**config.mk**
```make
export PLATFORM = sky130hd
export DESIGN_NAME = gol_grid
export DESIGN_NICKNAME = d
export VERILOG_FILES = /design/src/rtl/gol_grid.sv
export SDC_FILE = /design/constraint.sdc
export NUM_CORES = 1
export LEC_CHECK = 0
export BUFFER_PORTS_ARGS = -buffer_cell sky130_fd_sc_hd__buf_4
export CAP_MARGIN = 0
export CORE_MARGIN = 3
export CORE_UTILIZATION = 25
export CTS_CLUSTER_SIZE = 10
export DETAILED_ROUTE_END_ITERATION = 8
export GPL_TIMING_DRIVEN = 0
export HOLD_SLACK_MARGIN = 0.12
export PLACE_DENSITY = 0.35
export SLEW_MARGIN = 20
export SYNTH_ARGS = -nofsm -noshare
export SYNTH_HDL_FRONTEND = slang
export SYNTH_SLANG_ARGS = --single-unit
```
**constraint.sdc**
```tcl
create_clock -name i_clk -period 4 [get_ports i_clk]
set_input_delay 0.4 -clock i_clk [delete_from_list [all_inputs] [get_ports i_clk]]
set_output_delay 0.4 -clock i_clk [all_outputs]
set_load 0.03 [all_outputs]
```
**src/rtl/gol_grid.sv**
```systemverilog
// Game-of-Life grid engine: rows are loaded in IDLE, a run computes one whole generation per clock, and rows are read back through a registered port.
// Optional macro GOL_STABLE_DETECT_EN ends a run early when a generation leaves the grid unchanged.
module gol_grid #(
   parameter int         WIDTH        = 8,
   parameter int         HEIGHT       = 8,
   parameter logic [8:0] BIRTH_MASK   = 9'b000001000,
   parameter logic [8:0] SURVIVE_MASK = 9'b000001100,
   parameter int         WRAP         = 1
) (
   input  logic                      i_clk,
   input  logic                      i_reset_n,
   input  logic                      i_load_valid,
   input  logic [WIDTH-1:0]          i_load_row,
   output logic                      o_load_ready,
   input  logic                      i_start,
   input  logic [15:0]               i_steps,
   input  logic                      i_abort,
   output logic                      o_busy,
   output logic                      o_done,
   output logic [15:0]               o_gen,
   output logic                      o_stable,
   input  logic [$clog2(HEIGHT)-1:0] i_rd_row,
   output logic [WIDTH-1:0]          o_rd_data
);

   localparam int RW = $clog2(HEIGHT);
   localparam logic [RW-1:0] LAST_ROW = RW'(HEIGHT - 1);

   typedef enum logic [1:0] {IDLE, RUN, DONE} state_t;

   state_t                        state, state_nx;
   logic [HEIGHT-1:0][WIDTH-1:0]  grid, grid_nx;
   logic [RW-1:0]                 load_ptr;
   logic [15:0]                   remaining;
   logic [15:0]                   gen;
   logic                          stable_hit;

   // Neighbour offsets are resolved at elaboration; without WRAP, off-grid neighbours read as dead.
   for (genvar r = 0; r < HEIGHT; r++) begin : g_row
      for (genvar c = 0; c < WIDTH; c++) begin : g_col
         localparam int RU   = (r == 0) ? HEIGHT - 1 : r - 1;
         localparam int RD   = (r == HEIGHT - 1) ? 0 : r + 1;
         localparam int CL   = (c == 0) ? WIDTH - 1 : c - 1;
         localparam int CR   = (c == WIDTH - 1) ? 0 : c + 1;
         localparam bit OK_U = (WRAP != 0) || (r > 0);
         localparam bit OK_D = (WRAP != 0) || (r < HEIGHT - 1);
         localparam bit OK_L = (WRAP != 0) || (c > 0);
         localparam bit OK_R = (WRAP != 0) || (c < WIDTH - 1);

         logic [7:0] nb;
         logic [3:0] cnt;

         assign nb[0] = OK_U && OK_L && grid[RU][CL];
         assign nb[1] = OK_U &&         grid[RU][c];
         assign nb[2] = OK_U && OK_R && grid[RU][CR];
         assign nb[3] =         OK_L && grid[r][CL];
         assign nb[4] =         OK_R && grid[r][CR];
         assign nb[5] = OK_D && OK_L && grid[RD][CL];
         assign nb[6] = OK_D &&         grid[RD][c];
         assign nb[7] = OK_D && OK_R && grid[RD][CR];

         assign cnt = 4'(nb[0]) + 4'(nb[1]) + 4'(nb[2]) + 4'(nb[3])
                    + 4'(nb[4]) + 4'(nb[5]) + 4'(nb[6]) + 4'(nb[7]);

         assign grid_nx[r][c] = grid[r][c] ? SURVIVE_MASK[cnt] : BIRTH_MASK[cnt];
      end
   end

`ifdef GOL_STABLE_DETECT_EN
   assign stable_hit = (grid_nx == grid);

   always_ff @(posedge i_clk or negedge i_reset_n) begin
      if (!i_reset_n) begin
         o_stable <= 1'b0;
      end else if (state == IDLE && i_start) begin
         o_stable <= 1'b0;
      end else if (state == RUN && !i_abort && stable_hit) begin
         o_stable <= 1'b1;
      end
   end
`else
   assign stable_hit = 1'b0;
   assign o_stable   = 1'b0;
`endif

   always_ff @(posedge i_clk or negedge i_reset_n) begin
      if (!i_reset_n) begin
         state <= IDLE;
      end else begin
         state <= state_nx;
      end
   end

   always_comb begin
      state_nx = state;
      unique case (state)
         IDLE: begin
            if (i_start) begin
               state_nx = (i_steps == 16'd0) ? DONE : RUN;
            end
         end
         RUN: begin
            if (i_abort) begin
               state_nx = IDLE;
            end else if (stable_hit || remaining == 16'd1) begin
               state_nx = DONE;
            end
         end
         DONE:    state_nx = IDLE;
         default: state_nx = IDLE;
      endcase
   end

   // A row write and a start in the same IDLE cycle both take effect; the start then rewinds the load pointer.
   always_ff @(posedge i_clk or negedge i_reset_n) begin
      if (!i_reset_n) begin
         grid      <= '0;
         load_ptr  <= '0;
         remaining <= '0;
         gen       <= '0;
      end else begin
         case (state)
            IDLE: begin
               if (i_load_valid) begin
                  grid[load_ptr] <= i_load_row;
                  load_ptr       <= (load_ptr == LAST_ROW) ? '0 : load_ptr + RW'(1);
               end
               if (i_start) begin
                  remaining <= i_steps;
                  gen       <= '0;
                  load_ptr  <= '0;
               end
            end
            RUN: begin
               if (!i_abort && !stable_hit) begin
                  grid      <= grid_nx;
                  gen       <= gen + 16'd1;
                  remaining <= remaining - 16'd1;
               end
            end
            default: ;
         endcase
      end
   end

   always_ff @(posedge i_clk or negedge i_reset_n) begin
      if (!i_reset_n) begin
         o_rd_data <= '0;
      end else if (int'(i_rd_row) < HEIGHT) begin
         o_rd_data <= grid[i_rd_row];
      end else begin
         o_rd_data <= '0;
      end
   end

   assign o_load_ready = (state == IDLE);
   assign o_busy       = (state == RUN);
   assign o_done       = (state == DONE);
   assign o_gen        = gen;

endmodule

```
==> qor.yml <==
synth:
  synth_seq_cells: 109
  yosys-top-cells-count: "359 x inv_1, 256 x fa_1, 197 x ha_1"
  netlist.area_leader.share_pct: 31.6
  syn_area_um2: 16200
  synth-edff-count: 0
  ys_warn_count: 0
  netlist_instances: 1598
  yosysSeqAreaShare_pct: 16.8
  avgSynthCellArea_um2: 10.2
  yosysTopAreaCell: "fa_1"
  syn-num-nets: 2083
  synthFlopType: "dfrtp_1"
  synth.most_common_cell: "inv_1"
  ys_types: 60
  synth_area_leaders: "fa_1 32%, dfrtp_1 17%, ha_1 15%"
  ys_async_sr_fraction_pct: 100
critical_path:
  cp-start-kind: "flip-flop"
  worst_ep_arrival_time_ns: 4.03
  critPathMaxStageDelay_ns: 0.74
  cp_data_required_time_ns: 4.31
  crit_chain: "inv_1 -> fa_1 -> fa_1 -> inv_1 -> fa_1 -> inv_1 -> fa_1 -> or3_1 -> a32oi_1"
  cp_slowest_cell: "dfrtp_1"
  end_kind: "flip-flop"
  critical_path_class: "reg -> reg"
  timing.critical_path.mode_cell: "fa_1"
  crit_fanout: 6
placed_design:
  place_hpwl_um: 43900
  routabilityCongestion: 0.816
  port_buffers: 56
  place_inst: 2501
sta:
  hold_viol: 0
  relSlewSlack_pct: 27.6
  drv_slew: 0
  setup_viol: 0
  max_freq_ghz: 0.269
  tightest_slew_ns: 1.09
  layout_min_cycle_time_ns: 3.72
  setup-tns-final_ns: 0
  fin_crit_sh_pct: 93.0
  finClkSkew_ns: 0.0102
  rsz0062_at_grt: "no"
grt:
  grt_start_max_net_pins: 64
  overflow: 0
  grt_use_total_pct: 17.4
  antenna_found_initial: 2
  grt_pass1_wl_um: 84900
  grt_pass1_vias: 12600
die:
  initial_utilization_pct: 25.5
  ios: 60
  die_h_um: 261
  num_rows: 92
  die_area_um2: 68000
  die_x_um: 261
  coreArea_um2: 63700
run:
  drv_cap: 0
drt:
  avgRoutedWirePerCell_um: 22.7
  drt-total-wl_um: 57100
  via_per_inst: 4.77
  drt_iter0_drc: 591
  vias: 12000
  drc_errors: 0
  antenna_left: 0
  firstDrtPassIters: 5
clock_tree:
  clock_path_buffers: 2
  cts_buffers: 9
  clk_latency_ns: 0.41
  tritoncts: "yes"
  clock-root-buffer: "clkbuf_16"
  h-tree-depth: 3
  path_clk_slew_ns: 0.09
  cts.sinks: 109
final_layout:
  area_growth_pct: 11.1
  seqCellArea_um2: 2730
  multiInputGateArea_um2: 11800
  stdcell_count: 2518
  nFillCells: 6659
  drive_above_1_share_pct: 8.62
  nets: 2152
worst_hold_path:
  hp-class: "in -> reg"
status:
  status: "complete, no violations"
-- logic make-up (layout without fill, tap and decap cells) --
logic type      count (synthesis)  in the layout  synth area share, %
mux                            25             25                 2.81
other cells                     1              2               0.0231
compound gates                341            341                 14.7
flops                         109            109                 16.8
xor+xnor                        4              4                0.216
simple gates                  256            256                 8.32
fa+ha+maj                     453            453                 46.8
buf+inv                       409            482                 10.3
-- flip-flops by register name (all words and copies together), names as in the netlist --
name,count
g_row.g_col.nb,64
load_ptr,3
o_rd_data,8
state,2
o_gen,16
remaining,16
-- cell type report --
| class | instances | area share [%] |
|---|---|---|
| clock inverters | 5 | 0.243 |
| multi-input cells | 1080 | 65.6 |
| well taps | 846 | 5.87 |
| diodes | 1 | 0.0139 |
| flip-flops and latches | 109 | 15.1 |
| inverters | 360 | 7.51 |
| clock buffers | 10 | 1.27 |
| plain buffers | 49 | 1.77 |
| repair buffers | 58 | 2.58 |
-- worst max-delay path: cells and delay by family, from the launching register on --
family	cells	cell delay, ns
flip-flops	1	0.74
adder cells (fa/ha/maj)	4	1.84
AO/OA/AOI/OAI	1	0.19
buffers and inverters	3	0.48
AND/OR/NAND/NOR	1	0.38
-- stage by stage --
step	setup WS, ns	instance area [um^2]	util (%)	hold WS, ns
final	0.280	18000	28.3	0.267
after global routing	0.0688	18000	28.3	0.281
after CTS	0.0774	18000	28.3	0.238
after detailed placement	0.109	17700	27.9	0.348
after global placement	0.131	17700	27.8	0.517
after floorplan	0.781	16200	-	0.104
-- placed cells by master, fill, tap and decap left out, types with 9 or more instances in the layout --
cell	instances
inv_1	359
fa_1	256
ha_1	197
dfrtp_1	106
o21ai_0	81
a21oi_1	80
nor2_1	79
buf_4	60
a32oi_1	58
and3_1	52
o211ai_1	50
nand2_1	40
clkbuf_1	17
mux4_2	16
buf_2	14
buf_6	13
nor2b_1	12
or3_1	11
a31oi_1	10
and2_0	9
nor4_1	9
nand4_1	9
clkbuf_16	9
-- repair_timing --
item / CTS / global route
endpoints found under the hold margin: 46 / 0
hold buffers: 1 / 0
buffers inserted: 0 / 0
setup endpoints to repair: 0 / 3
gates resized for setup: 0 / 3
-- metal layers --
metal	vias up	routed length [um]	share of wire (%)	GRT usage, %
met2	204	27200	48	28.7
met3	45	1910	3.3	2.03
met1	6200	26500	46	23.6
li1	5553	-	-	-
met5	-	0	0	0
met4	0	1480	2.6	5.67
-- path summary, 6_finish.rpt --
path | cells past startpoint | start | slack (ns) | end
setup / recovery | 9 | g_row[0].g_col[4].nb[4] | 0.28 | g_row[0].g_col[5].nb[2]
hold / removal | 3 | i_steps[0] | 0.27 | remaining[0]
setup reg to reg | 9 | g_row[0].g_col[4].nb[4] | 0.28 | g_row[0].g_col[5].nb[2]
hold reg to reg | 1 | remaining[6] | 0.55 | remaining[6]
max in group asynchronous | 3 | i_reset_n | 2.75 | g_row[3].g_col[0].nb[6]
min in group asynchronous | 2 | i_reset_n | 0.48 | remaining[0]
Power is not shown: default switching activity piles up to over one toggle a cycle in this logic, so the estimate is an artifact.
